[config.mk]
export PLATFORM = sky130hd
export DESIGN_NAME = ram_wr_arbiter
export DESIGN_NICKNAME = d
export VERILOG_FILES = /design/src/rtl/definitions.sv /design/src/rtl/fill_addr_gen.sv /design/src/rtl/ram_wr_arbiter.sv
export SDC_FILE = /design/constraint.sdc
export NUM_CORES = 1
export LEC_CHECK = 0
export ABC_AREA = 1
export CAP_MARGIN = 10
export CORE_UTILIZATION = 40
export DETAILED_ROUTE_END_ITERATION = 8
export PLACE_DENSITY = 0.76
export SETUP_SLACK_MARGIN = 0.2
export SLEW_MARGIN = 25
export SYNTH_ARGS = -nofsm -noshare
export SYNTH_HDL_FRONTEND = slang
export SYNTH_HIERARCHICAL = 1
export SYNTH_SLANG_ARGS = --single-unit
[constraint.sdc]
create_clock -name clk -period 4.55 [get_ports clk]
set_clock_uncertainty 0.05 [all_clocks]
set_input_delay 0.91 -clock clk [delete_from_list [all_inputs] [get_ports clk]]
set_output_delay 0.91 -clock clk [all_outputs]
set_load 0.02 [all_outputs]
[src/rtl/definitions.sv]
// Shared types and helpers for the RAM write-port arbiter.
package ram_wr_arbiter_pkg;

    // Fill engine states.
    typedef enum logic [1:0] {
        ST_IDLE = 2'd0,
        ST_FILL = 2'd1,
        ST_DONE = 2'd2
    } fill_state_e;

    // Width of a counter that must hold values 0..limit (at least 1 bit).
    function automatic int cnt_width(input int limit);
        if (limit > 0) begin
            return $clog2(limit + 1);
        end else begin
            return 1;
        end
    endfunction

endpackage

[src/rtl/fill_addr_gen.sv]
// Fill address / remaining-count generator. The address wraps naturally
// at 2**ADDR_WIDTH; the remaining count steps down once per fill write.
module fill_addr_gen #(
    parameter int ADDR_WIDTH = 15
) (
    input  logic                  clk,
    input  logic                  rst,
    input  logic                  load,
    input  logic                  step,
    input  logic [ADDR_WIDTH-1:0] base,
    input  logic [ADDR_WIDTH-1:0] len,
    output logic [ADDR_WIDTH-1:0] addr,
    output logic                  last
);

    logic [ADDR_WIDTH-1:0] addr_r;
    logic [ADDR_WIDTH-1:0] remaining_r;

    // Load on a new fill, advance on each granted fill write.
    always_ff @(posedge clk) begin
        if (rst) begin
            addr_r      <= {ADDR_WIDTH{1'b0}};
            remaining_r <= {ADDR_WIDTH{1'b0}};
        end else if (load) begin
            addr_r      <= base;
            remaining_r <= len;
        end else if (step) begin
            addr_r      <= addr_r + ADDR_WIDTH'(1);
            remaining_r <= remaining_r - ADDR_WIDTH'(1);
        end else begin
            addr_r      <= addr_r;
            remaining_r <= remaining_r;
        end
    end

    assign addr = addr_r;
    assign last = (remaining_r == ADDR_WIDTH'(1));

endmodule

[src/rtl/ram_wr_arbiter.sv]
// Shared RAM write-port arbiter: the CPU has zero-latency priority, a fill
// engine uses idle cycles, and a starvation counter forces one fill write
// after STARVE_LIMIT consecutive CPU-owned fill cycles.
module ram_wr_arbiter
    import ram_wr_arbiter_pkg::*;
#(
    parameter int DATA_WIDTH   = 16,
    parameter int ADDR_WIDTH   = 15,
    parameter int STARVE_LIMIT = 8
) (
    input  logic                  clk,
    input  logic                  rst,
    input  logic                  cpu_write_m,
    input  logic [ADDR_WIDTH-1:0] cpu_write_addr,
    input  logic [DATA_WIDTH-1:0] cpu_out_m,
    output logic                  cpu_stall,
    input  logic                  fill_start,
    input  logic                  fill_abort,
    input  logic [ADDR_WIDTH-1:0] fill_base,
    input  logic [ADDR_WIDTH-1:0] fill_len,
    input  logic [DATA_WIDTH-1:0] fill_value,
    output logic                  fill_busy,
    output logic                  fill_done,
    output logic                  write_m,
    output logic [ADDR_WIDTH-1:0] write_data_addr,
    output logic [DATA_WIDTH-1:0] out_m
);

    localparam int              CNT_W   = cnt_width(STARVE_LIMIT);
    localparam logic [CNT_W-1:0] LIMIT_C = CNT_W'(STARVE_LIMIT);

    fill_state_e           state_r;
    fill_state_e           state_next_s;
    logic [DATA_WIDTH-1:0] value_r;
    logic [CNT_W-1:0]      starve_r;
    logic [ADDR_WIDTH-1:0] fill_addr_s;
    logic                  fill_last_s;
    logic                  load_s;
    logic                  in_fill_s;
    logic                  forced_s;
    logic                  fill_grant_s;
    logic                  stall_s;

    assign in_fill_s = (state_r == ST_FILL);
    assign load_s    = (state_r == ST_IDLE) && fill_start && (fill_len != {ADDR_WIDTH{1'b0}});
    assign forced_s  = in_fill_s && (STARVE_LIMIT != 0) && (starve_r == LIMIT_C);
    // An abort suppresses the fill write; the CPU is then not held back.
    assign fill_grant_s = in_fill_s && !fill_abort && (!cpu_write_m || forced_s);
    assign stall_s      = forced_s && cpu_write_m && !fill_abort;

    fill_addr_gen #(
        .ADDR_WIDTH(ADDR_WIDTH)
    ) u_addr_gen (
        .clk  (clk),
        .rst  (rst),
        .load (load_s),
        .step (fill_grant_s),
        .base (fill_base),
        .len  (fill_len),
        .addr (fill_addr_s),
        .last (fill_last_s)
    );

    // FSM state register.
    always_ff @(posedge clk) begin
        if (rst) begin
            state_r <= ST_IDLE;
        end else begin
            state_r <= state_next_s;
        end
    end

    // Next-state logic and write-port mux.
    always_comb begin
        state_next_s    = state_r;
        cpu_stall       = 1'b0;
        write_m         = cpu_write_m;
        write_data_addr = cpu_write_addr;
        out_m           = cpu_out_m;
        case (state_r)
            ST_IDLE: begin
                if (fill_start) begin
                    if (fill_len != {ADDR_WIDTH{1'b0}}) begin
                        state_next_s = ST_FILL;
                    end else begin
                        state_next_s = ST_DONE;
                    end
                end else begin
                    state_next_s = ST_IDLE;
                end
            end
            ST_FILL: begin
                cpu_stall = stall_s;
                if (fill_grant_s) begin
                    write_m         = 1'b1;
                    write_data_addr = fill_addr_s;
                    out_m           = value_r;
                end else begin
                    write_m = cpu_write_m;
                end
                if (fill_abort) begin
                    state_next_s = ST_IDLE;
                end else if (fill_grant_s && fill_last_s) begin
                    state_next_s = ST_DONE;
                end else begin
                    state_next_s = ST_FILL;
                end
            end
            ST_DONE: begin
                state_next_s = ST_IDLE;
            end
            default: begin
                state_next_s = ST_IDLE;
            end
        endcase
    end

    // Latch the fill value when a non-empty fill is accepted.
    always_ff @(posedge clk) begin
        if (rst) begin
            value_r <= {DATA_WIDTH{1'b0}};
        end else if (load_s) begin
            value_r <= fill_value;
        end else begin
            value_r <= value_r;
        end
    end

    // Starvation counter: counts CPU-owned FILL cycles, cleared by any fill
    // grant, an abort, or leaving FILL.
    always_ff @(posedge clk) begin
        if (rst) begin
            starve_r <= {CNT_W{1'b0}};
        end else if (!in_fill_s || fill_abort || fill_grant_s) begin
            starve_r <= {CNT_W{1'b0}};
        end else if (cpu_write_m && (starve_r != {CNT_W{1'b1}})) begin
            starve_r <= starve_r + CNT_W'(1);
        end else begin
            starve_r <= starve_r;
        end
    end

    assign fill_busy = in_fill_s;
    assign fill_done = (state_r == ST_DONE);

endmodule

==> results of run 1 <==
-- cell usage after synthesis (all sizes together) --
master / count / area share
o21bai: 2 / 0.0043
a21oi: 26 / 0.039
a21boi: 1 / 0.0054
nand3b: 16 / 0.035
o211ai: 1 / 0.0022
a31oi: 4 / 0.0072
nor2: 89 / 0.13
nand3: 31 / 0.046
a22o: 1 / 0.0025
inv: 40 / 0.044
a22oi: 15 / 0.032
xnor2: 3 / 0.0076
nor3: 1 / 0.0014
o22ai: 1 / 0.0018
nor3b: 1 / 0.0022
o21ai: 14 / 0.021
nand2: 204 / 0.23
nor4: 1 / 0.0018
dfxtp: 52 / 0.30
ha: 5 / 0.018
clkinv: 1 / 0.0011
or2: 1 / 0.0018
nand4: 6 / 0.011
buf: 16 / 0.035
clkbuf: 4 / 0.0043
xor2: 6 / 0.015
-- stage by stage --
| step | std cells | util | power, mW |
|---|---|---|---|
| final | 755 | 0.581 | 1.29 |
| after global routing | 755 | 0.581 | 1.36 |
| after detailed placement | 747 | 0.562 | 0.870 |
| after CTS | 755 | 0.581 | 1.30 |
| after floorplan | 542 | - | 0.722 |
| after global placement | 747 | 0.562 | 0.863 |
-- flip-flops by register name (all words and copies together) (netlist names) --
signal                  count
state_r                     2
starve_r                    4
u_addr_gen/remaining_r     15
u_addr_gen/addr            15
value_r                    16
-- tightest hold or removal path, stage by stage, from the launching register on --
cell	delay, ns
sky130_fd_sc_hd__dfxtp_1	0.32
sky130_fd_sc_hd__nor2_1	0.09
sky130_fd_sc_hd__nor2_1	0.05
-- cells by family after synthesis --
| family | count (synthesis) | share of synthesized area |
|---|---|---|
| adders and majority gates | 5 | 0.0180 |
| buffers and inverters | 61 | 0.0846 |
| and+or+nand+nor | 350 | 0.460 |
| xor gates and xnor gates | 9 | 0.0227 |
| AOI/OAI and AO/OA | 65 | 0.116 |
| DFF | 52 | 0.299 |
-- area by class of cell --
class | count | area [sq um] | share of cell area
clock buffer | 5 | 68.8 | 0.0143
clock inverter | 3 | 90.1 | 0.0187
sequential | 52 | 1040 | 0.216
inverter | 41 | 156 | 0.0324
multi-input combinational | 429 | 2140 | 0.444
timing repair buffer | 120 | 1190 | 0.247
tap | 105 | 131 | 0.0273
-- power groups by stage --
stage	Combinational (mW)	Sequential, mW	Clock (mW)
2_1_floorplan	0.202	0.520	0
3_3_place_gp	0.335	0.528	0
3_5_place_dp	0.340	0.529	0
4_1_cts	0.342	0.519	0.439
5_1_grt	0.375	0.524	0.460
6_report	0.340	0.519	0.431
-- per-layer routing --
metal	vias to the layer above	wire (um)	share of wire	track usage
met1	1709	4180	0.43	0.262
met2	102	4670	0.48	0.395
met3	14	643	0.067	0.0431
li1	1945	-	-	-
met5	-	0	0	0
met4	0	150	0.016	0.0530
-- final timing paths --
check,cells past startpoint,endpoint
max,7,write_data_addr[1]
min,2,value_r[0]$_SDFFE_PP0P_
max reg2reg,14,u_addr_gen/addr[0]$_SDFFE_PP0P_
min reg2reg,2,value_r[0]$_SDFFE_PP0P_
==> impl_metrics.json, run 1 <==
{
  "max-slew-margin-rel": 0.431,
  "finalHoldViolations": 0,
  "max_clock_freq_mhz": 249,
  "yosysWarnings": 6,
  "rsz0062_at_grt": "false",
  "hold_buffer_count_at_cts": 0,
  "clock-sinks": 52,
  "timing.critical_path.required_ns": 3.59,
  "clock_transition_at_the_registers_of_the_reported_paths_ns": 0.09,
  "mostFrequentLayoutCell": "sky130_fd_sc_hd__nand2_1",
  "n_antenna_cell": 0,
  "grt_pass1_wl_mm": 15.9,
  "clk-insertion-delay-late_ns": 0.30,
  "initial_utilization": 0.419,
  "grt_util_all_layers": 0.218,
  "dpl_worst_slack_ns": 0.498,
  "totalWireLength_mm": 9.64,
  "floorplan.die_area_sq_mm": 0.00907,
  "total_iterations_of_the_first_detailed_routing_run": 4,
  "drt.antenna.violating_nets": 0,
  "vdd_ir_drop_max_v": 0.000168,
  "yosys.cell_types.count": 38,
  "num_rows": 33,
  "hold_path.class": "reg -> reg",
  "syn_area_sq_mm": 0.00348,
  "timing.final.ws_setup_ns": 0.536,
  "gp_congestion": 0.868,
  "die_y_um": 95.2,
  "postSynthNetCount": 629,
  "synth.yosys.seq_area_share": 0.299,
  "crit_buf_inv": 3,
  "die-width_um": 95.2,
  "io_pins": 117,
  "nNetsFinal": 736,
  "worstSetupEndpointType": "output pin",
  "fin_crit_ns": 4.01,
  "post_synth_inst_count": 542,
  "setup_viol": 0,
  "maximum_number_of_pins_on_one_net_before_global_route_repair": 37,
  "cts-resized-gates": 0,
  "mostFrequentLayoutCells": "sky130_fd_sc_hd__nand2_1, sky130_fd_sc_hd__clkdlybuf4s50_1, sky130_fd_sc_hd__nor2_1, sky130_fd_sc_hd__dfxtp_1, sky130_fd_sc_hd__inv_1",
  "area.growth.synth_to_final_pct": 38.6,
  "fillerInstances": 798,
  "final_layout_size_suffix_gt1_frac": 0.0877,
  "floorplan.core_area_sq_mm": 0.00830,
  "dr.first_iter.drc_count": 139,
  "totalNegativeSetupSlack_ns": 0,
  "crit_chain": "clkdlybuf4s50_1 > nor2_2 > nand2_4 > inv_4 > nand2_1 > nand2_1 > clkdlybuf4s50_1",
  "finalCritPeriodShare": 0.882,
  "cts-htree-levels": 2,
  "clockRootBuffer": "sky130_fd_sc_hd__clkbuf_8",
  "cts_post_setup_buffers_inserted": 0,
  "drcViolationCount": 0,
  "vias_per_cell": 4.99,
  "wl_per_cell_um": 12.8,
  "vias_in_the_first_global_route": 3616,
  "standby_leakage_power_nw": 2.05,
  "critPathKind": "in -> out",
  "port_buffers": 116,
  "p_comb_frac": 0.264,
  "antenna_violations_before_repair": 0,
  "tritoncts.num_buffers": 5,
  "post-route-cell-area_sq_mm": 0.00482,
  "internal_power_uw": 930,
  "least_margin_pin_slew_ns": 0.851,
  "cts_tree": "done",
  "crit_path_top_delay_cell": "sky130_fd_sc_hd__clkdlybuf4s50_1",
  "timing.reg2reg.setup_slack_ns": 1.56,
  "netSwitchingPower_uw": 361,
  "cp_top_family": "buffers and inverters",
  "timing.final.max_slew_violations": 0,
  "run_status": "completed",
  "sw_frac_of_total": 0.280,
  "cp_slowest_stage_delay_ns": 0.60,
  "placed_area_sq_mm": 0.00466,
  "dr_total_vias": 3770,
  "startpoint": "fill_abort",
  "post-dp-hpwl_mm": 7.20,
  "ys_seq_elements": 52,
  "cts-root-to-sink-buffers": 2,
  "share_clk_of_total_power": 0.334,
  "post_synth.cell_area_avg_sq_um": 6.42,
  "power.share.sequential": 0.402,
  "worstHoldStart": "value_r[0]$_SDFFE_PP0P_",
  "crit_path_max_fanout": 36,
  "critPathLaunchType": "input pin",
  "grt-ovfl-total": 0,
  "worst_r2r_startpoint": "starve_r[0]$_SDFFE_PP0P_",
  "timing.hold.ws_ns": 0.443,
  "worst-endpoint-arrival_ns": 3.05,
  "cap_viol_max_count": 0,
  "pwr_cell_area_mw_per_mm2": 268
}
Note: power is estimated with default switching activity, not from simulation.
==> inputs of run 2 (changes only) <==
Settings changed: CORE_UTILIZATION 40 to 50, PLACE_DENSITY 0.76 to 0.91.
==> run 2 against run 1 <==
Combinational power rose by 1%. Register-to-register slack better by 0.40 ns. Fmax is 0.36% lower. Critical path depth unchanged. Global-route usage up 4.3 points. Cell area fell by 1.8%. Clock-buffer cell count up 1. Final cell count decreased by 3.2%. Core utilization increased by 12 points. Routed wire length down 2.4%. Critical endpoint unchanged. Largest power group unchanged.
==> impl_metrics.json, run 2 (synthesized netlist as in run 1, its figures left out) <==
{
  "post-route-cell-area_sq_mm": 0.00474,
  "critPathKind": "in -> out",
  "die-width_um": 85.4,
  "cap_viol_max_count": 0,
  "worstSetupEndpointType": "output pin",
  "rsz0062_at_grt": "false",
  "timing.critical_path.required_ns": 3.59,
  "clock-sinks": 52,
  "final_layout_size_suffix_gt1_frac": 0.0891,
  "grt_pass1_wl_mm": 15.5,
  "finalCritPeriodShare": 0.885,
  "largest_register_ff_count": 16,
  "timing.final.max_slew_violations": 0,
  "crit_chain": "clkdlybuf4s50_1 > nor2_2 > nand2_4 > inv_4 > nand2_1 > nand2_1 > clkdlybuf4s50_1",
  "dpl_worst_slack_ns": 0.533,
  "cts-root-to-sink-buffers": 2,
  "wl_per_cell_um": 12.9,
  "cts_tree": "done",
  "initial_utilization": 0.515,
  "crit_path_top_delay_cell": "sky130_fd_sc_hd__clkdlybuf4s50_1",
  "area.growth.synth_to_final_pct": 36.2,
  "setup_viol": 0,
  "clock_transition_at_the_registers_of_the_reported_paths_ns": 0.09,
  "timing.final.ws_setup_ns": 0.521,
  "crit_path_max_fanout": 36,
  "standby_leakage_power_nw": 2.02,
  "tritoncts.num_buffers": 5,
  "largest_register": "value_r",
  "cp_slowest_stage_delay_ns": 0.60,
  "maximum_number_of_pins_on_one_net_before_global_route_repair": 37,
  "placed_area_sq_mm": 0.00464,
  "hold_buffer_count_at_cts": 0,
  "pwr_cell_area_mw_per_mm2": 242,
  "run_status": "completed",
  "max_clock_freq_mhz": 248,
  "floorplan.core_area_sq_mm": 0.00676,
  "totalNegativeSetupSlack_ns": 0,
  "drcViolationCount": 0,
  "antenna_violations_before_repair": 0,
  "post-place-cells": 723,
  "total_iterations_of_the_first_detailed_routing_run": 7,
  "max-slew-margin-rel": 0.674,
  "mostFrequentLayoutCells": "sky130_fd_sc_hd__nand2_1, sky130_fd_sc_hd__clkdlybuf4s50_1, sky130_fd_sc_hd__nor2_1, sky130_fd_sc_hd__dfxtp_1, sky130_fd_sc_hd__inv_1",
  "finalPower_mw": 1.15,
  "post-route-util": 0.701,
  "gp_congestion": 0.873,
  "floorplan.die_area_sq_mm": 0.00729,
  "fin_crit_ns": 4.03,
  "cts_post_setup_buffers_inserted": 0,
  "dr.first_iter.drc_count": 211,
  "post-dp-hpwl_mm": 6.88,
  "least_margin_pin_slew_ns": 0.485,
  "instances_no_fill": 731,
  "drt.antenna.violating_nets": 0,
  "grt-ovfl-total": 0,
  "clk-insertion-delay-late_ns": 0.31,
  "worst-endpoint-arrival_ns": 3.07,
  "nNetsFinal": 737,
  "num_rows": 30,
  "dr_total_vias": 3848,
  "n_antenna_cell": 0,
  "cts-resized-gates": 0,
  "vias_per_cell": 5.26,
  "die_y_um": 85.4,
  "grt_util_all_layers": 0.261,
  "vias_in_the_first_global_route": 3549,
  "io_pins": 117,
  "timing.hold.ws_ns": 0.447,
  "mostFrequentLayoutCell": "sky130_fd_sc_hd__nand2_1",
  "finalHoldViolations": 0,
  "totalWireLength_mm": 9.41,
  "critPathLaunchType": "input pin",
  "port_buffers": 116,
  "clockRootBuffer": "sky130_fd_sc_hd__clkbuf_8",
  "vdd_ir_drop_max_v": 0.000154,
  "hold_path.class": "reg -> reg",
  "cts-htree-levels": 2
}
run 2: cell type report:
cell class | count | area (sq um)
sequential | 52 | 1040
clock buffer | 6 | 82.6
inverter | 41 | 156
fill | 573 | 2020
clock inverter | 2 | 15.0
tap | 80 | 100
multi-input combinational | 429 | 2140
timing repair buffer | 121 | 1200
run 2: critical path: cells and delay by family:
| kind | cells | cell delay (ns) |
|---|---|---|
| buf+inv | 3 | 1.43 |
| simple gates | 4 | 0.72 |
run 2: routing by layer:
metal / up-vias / share of wire / global-route usage
met5: - / 0 / 0
met4: 0 / 0.016 / 0.0788
li1: 1945 / - / -
met1: 1744 / 0.43 / 0.307
met2: 147 / 0.48 / 0.472
met3: 12 / 0.069 / 0.0613
run 2: worst paths after layout:
path                       startpoint                                       to  slack [ns]  cells after the start
max                        fill_abort                       write_data_addr[1]        0.52                      7
min          value_r[13]$_SDFFE_PP0P_                 value_r[13]$_SDFFE_PP0P_        0.45                      2
max reg2reg  starve_r[0]$_SDFFE_PP0P_  u_addr_gen/remaining_r[12]$_SDFFE_PP0P_        1.96                     15
min reg2reg  value_r[13]$_SDFFE_PP0P_                 value_r[13]$_SDFFE_PP0P_        0.45                      2
run 2: power by group:
part	switching, mW	total [mW]	internal [mW]
clock network	0.160	0.283	0.124
logic	0.175	0.345	0.170
registers	0.0330	0.519	0.486
total	0.368	1.15	0.779
==> inputs of run 3 (changes only) <==
--- a/config.mk
+++ b/config.mk
@@ -10,3 +10,5 @@
 export CORE_UTILIZATION = 50
+export CTS_CLUSTER_SIZE = 12
 export DETAILED_ROUTE_END_ITERATION = 8
+export GPL_TIMING_DRIVEN = 1
 export PLACE_DENSITY = 0.91
==> constraint.sdc (replaced) <==
create_clock -name clk -period 4.55 [get_ports clk]
set_clock_uncertainty 0.05 [all_clocks]
set_input_delay 0.6825 -clock clk [delete_from_list [all_inputs] [get_ports clk]]
set_output_delay 0.6825 -clock clk [all_outputs]
set_load 0.02 [all_outputs]
==> run 3 against run 2 <==
First-iteration DRC count is 18% higher. Combinational power about the same. Non-clock buffer count down 2. Largest cell class unchanged. Die area is the same. Via count up 2.5%. Setup slack gained 0.44 ns. Sequential cell count unchanged. Global-route usage grew 1.4 points. Critical path depth unchanged.
==> impl_metrics.json, run 3 (synthesized netlist as in run 1, its figures left out) <==
{
  "largest_register": "value_r",
  "mostFrequentLayoutCell": "sky130_fd_sc_hd__nand2_1",
  "standby_leakage_power_nw": 2.03,
  "cts-root-to-sink-buffers": 2,
  "drcViolationCount": 0,
  "max_clock_freq_mhz": 278,
  "setup_viol": 0,
  "vias_per_cell": 5.41,
  "pwr_cell_area_mw_per_mm2": 254,
  "cts_tree": "done",
  "antenna_violations_before_repair": 0,
  "clock_transition_at_the_registers_of_the_reported_paths_ns": 0.09,
  "cts_post_setup_buffers_inserted": 0,
  "run_status": "completed",
  "finalCritPeriodShare": 0.790,
  "final_layout_size_suffix_gt1_frac": 0.0863,
  "grt_pass1_wl_mm": 16.3,
  "post-route-util": 0.703,
  "instances_no_fill": 729,
  "total_iterations_of_the_first_detailed_routing_run": 7,
  "worst-endpoint-arrival_ns": 2.86,
  "grt-ovfl-total": 0,
  "vdd_ir_drop_max_v": 0.000181,
  "gp_congestion": 0.881,
  "post-dp-hpwl_mm": 6.98,
  "dr.first_iter.drc_count": 248,
  "critPathLaunchType": "input pin",
  "mostFrequentLayoutCells": "sky130_fd_sc_hd__nand2_1, sky130_fd_sc_hd__clkdlybuf4s50_1, sky130_fd_sc_hd__nor2_1, sky130_fd_sc_hd__dfxtp_1, sky130_fd_sc_hd__inv_1",
  "cts-resized-gates": 0,
  "die_y_um": 85.4,
  "cts-htree-levels": 2,
  "port_buffers": 116,
  "floorplan.die_area_sq_mm": 0.00729,
  "clock-sinks": 52,
  "dr_total_vias": 3943,
  "rsz0062_at_grt": "false",
  "clk-insertion-delay-late_ns": 0.30,
  "dpl_worst_slack_ns": 0.958,
  "die-width_um": 85.4,
  "n_antenna_cell": 0,
  "fin_crit_ns": 3.59,
  "least_margin_pin_slew_ns": 0.855,
  "finalPower_mw": 1.21,
  "totalNegativeSetupSlack_ns": 0,
  "max-slew-margin-rel": 0.428,
  "wl_per_cell_um": 13.5,
  "grtUsageMet3": 0.0574,
  "timing.hold.ws_ns": 0.446,
  "nNetsFinal": 735,
  "drt.antenna.violating_nets": 0,
  "num_rows": 30,
  "crit_path_max_fanout": 36,
  "critPathKind": "in -> out",
  "placed_area_sq_mm": 0.00462,
  "grt_util_all_layers": 0.275,
  "global_route_met1_usage": 0.319,
  "post-place-cells": 721,
  "vias_in_the_first_global_route": 3790,
  "finalHoldViolations": 0,
  "timing.final.ws_setup_ns": 0.957,
  "maximum_number_of_pins_on_one_net_before_global_route_repair": 37,
  "floorplan.core_area_sq_mm": 0.00676,
  "hold_path.class": "reg -> reg",
  "cap_viol_max_count": 0,
  "tritoncts.num_buffers": 5,
  "grt_busiest_layer": "met2",
  "largest_register_ff_count": 16,
  "timing.critical_path.required_ns": 3.82,
  "post-route-cell-area_sq_mm": 0.00475,
  "io_pins": 117,
  "worstSetupEndpointType": "output pin",
  "hold_buffer_count_at_cts": 0,
  "area.growth.synth_to_final_pct": 36.6,
  "initial_utilization": 0.515,
  "grt_util_met2": 0.512,
  "totalWireLength_mm": 9.83,
  "clockRootBuffer": "sky130_fd_sc_hd__clkbuf_8",
  "timing.final.max_slew_violations": 0
}
==> run 3: changes by cell type in the layout (fill, tap and decap cells not counted) <==
| cell | delta |
|---|---|
| sky130_fd_sc_hd__clkbuf_8 | +1 |
| sky130_fd_sc_hd__bufinv_16 | +1 |
| sky130_fd_sc_hd__buf_4 | -2 |
| sky130_fd_sc_hd__clkinvlp_4 | -2 |
==> run 3: layout make-up <==
cell class,instances,area (sq um)
timing repair buffer,119,1180
clock inverter,1,30.0
clock buffer,7,96.3
tap,80,100
inverter,41,156
fill,559,2010
multi-input combinational,429,2140
sequential,52,1040
==> run 3: metal layers <==
metal	wire (um)	part of all wire	vias up
li1	-	-	1940
met1	3930	0.40	1788
met2	4920	0.50	185
met3	772	0.079	30
met4	213	0.022	0
met5	0	0	-
==> run 3: power breakdown <==
part | internal (mW) | total [mW] | switching (mW)
combinational | 0.169 | 0.345 | 0.176
sequential | 0.486 | 0.519 | 0.0333
clock | 0.194 | 0.344 | 0.150
==> run 3: worst paths after layout <==
| kind | from | endpoint | slack, ns | cells past startpoint |
|---|---|---|---|---|
| min | value_r[1]$_SDFFE_PP0P_ | value_r[1]$_SDFFE_PP0P_ | 0.45 | 2 |
| min reg2reg | value_r[1]$_SDFFE_PP0P_ | value_r[1]$_SDFFE_PP0P_ | 0.45 | 2 |
| max reg2reg | starve_r[0]$_SDFFE_PP0P_ | u_addr_gen/addr[2]$_SDFFE_PP0P_ | 1.48 | 14 |
| max | fill_abort | write_data_addr[7] | 0.96 | 7 |
==> run 3: critical path: stages <==
cell and delay, ns:
sky130_fd_sc_hd__clkdlybuf4s50_1 0.46, sky130_fd_sc_hd__nor2_2 0.23, sky130_fd_sc_hd__nand2_4 0.25, sky130_fd_sc_hd__inv_4 0.39, sky130_fd_sc_hd__nand2_1 0.15, sky130_fd_sc_hd__nand2_1 0.08, sky130_fd_sc_hd__clkdlybuf4s50_1 0.59
==> RTL change, RTL diff (flow settings as in run 1) <==
Re-encode `fill_state_e` (3 states) as one-hot, 3 bits wide.
--- a/src/rtl/definitions.sv
+++ b/src/rtl/definitions.sv
@@ -2,10 +2,10 @@
 package ram_wr_arbiter_pkg;
 
     // Fill engine states.
-    typedef enum logic [1:0] {
-        ST_IDLE = 2'd0,
-        ST_FILL = 2'd1,
-        ST_DONE = 2'd2
+    typedef enum logic [2:0] {
+        ST_IDLE = 3'b001,
+        ST_FILL = 3'b010,
+        ST_DONE = 3'b100
     } fill_state_e;
 
     // Width of a counter that must hold values 0..limit (at least 1 bit).
Function: no difference found for any inputs over 4 cycles, from zero or initial values and one cycle with rst high; so few cycles prove little.
==> RTL change against run 1 <==
  * Sequential cell count up 1
  * Area after synthesis up 2.9%
  * Worst hold slack worse by 0.013 ns
  * Global-route usage down 0.52 points
  * Worst setup slack better by 0.043 ns
  * Final area increased by 0.65%
  * Wire length increased by 1.7%
  * Total power shrank 7.3%
  * Utilization is 2.2 points lower
  * Register-to-register slack improved by 0.48 ns
  * Critical path depth is 1 higher
  * Largest power group unchanged
  * Highest routed layer unchanged
==> RTL change: results (changes against run 1) <==
Run status
  • Result of the run: finished, final reports clean

Synthesis
  • Net count of the mapped netlist: 643 (+2.2%)
  • Top cells by count, synth: sky130_fd_sc_hd__nand2_1, sky130_fd_sc_hd__nor2_1, sky130_fd_sc_hd__dfxtp_1

GRT
  • Pin count of the biggest net entering global routing: 32 (-14%)
  • GRT met2 Usage: 0.3650 (-0.02962)
  • Global-route wire length before repair: 15.52 mm (-2.3%)
  • Global routing usage summed across all routing layers: 0.2129 (-0.005194)
  • Met1 global-route usage: 0.2653 (+0.003288)
  • M3 GR Usage: 0.03521 (-0.007851)
  • Vias in the first global route: 3503 (-3.1%)

Final layout
  • Area occupied by multi-input gates: 2195 µm² (+2.5%)
  • Number of non-clock inverters: 44 (+7.3%)
  • Storage element area: 1061 µm² (+1.9%)
  • Non-filler instance count after layout: 772 (+2.3%)
  • Post-layout net count: 751 (+2.0%)
  • Non-clock buffering overhead: 0.2486 (+0.001503)
  • Fraction of the core area covered by cells at the end of the flow: 0.5591 (-0.02177)
  • Layout multi-input combinational cell count: 438 (+2.1%)
  • Number of flip-flops and latches: 53 (+1.9%)
  • Share of cells above drive strength 1: 0.1024 (+0.01472)

Power and ir drop
  • Static Leakage: 0.002066 µW (+0.62%)

Critical path
  • Largest fanout of any net on the critical path: 22 (-39%)
  • Register-to-Register Setup Slack: 2.04 ns (+0.48 ns)
  • CP arrival: 3.01 ns (-0.04 ns)
  • Critical register-to-register path endpoint: u_addr_gen/remaining_r[12]$_SDFFE_PP0P_

Placement
  • Last weighted congestion value of the routability-driven placer: 0.9007 (+3.8%)
  • Worst Setup Slack post-DPL: 0.5610 ns (+0.06309 ns)

Drt
  • Met1 layer wirelength in the final routing: 4.093 mm (-2.0%)
  • Met3 layer wire length in the routed design: 698 µm (+8.6%)
  • Initial DRC Count: 187 (+35%)
  • Via density: 5.004 (+0.21%)
  • First drt pass iteration count: 5 (+1)

Floorplanning
  • Die boundary width: 96.59 µm (+1.4%)
-- RTL change: worst max-delay path by stage --
stage           startpoint                 end  slack [ns]  cells after the start
3_3_place_gp    fill_abort  write_data_addr[5]        0.60                      8
6_report        fill_abort  write_data_addr[6]        0.58                      8
3_5_place_dp    fill_abort           out_m[12]        0.56                      8
5_1_grt         fill_abort  write_data_addr[6]        0.41                      8
2_1_floorplan   fill_abort  write_data_addr[4]        1.91                      6
4_1_cts        cpu_write_m            out_m[0]        0.56                      8
-- RTL change: power by group --
part           switching [µW]  total (µW)  leakage (µW)  internal (µW)
clock                     160         280     0.0000433            121
sequential               39.6         542      0.000436            502
combinational             195         375       0.00159            180
total                     394        1200       0.00207            803
-- RTL change: cells by family after synthesis --
logic type | count (synthesis) | synth area share
buf+inv | 65 | 0.09056
simple gates | 357 | 0.4622
xor+xnor | 9 | 0.02203
flops | 53 | 0.2965
compound gates | 67 | 0.1112
fa+ha+maj | 5 | 0.01748
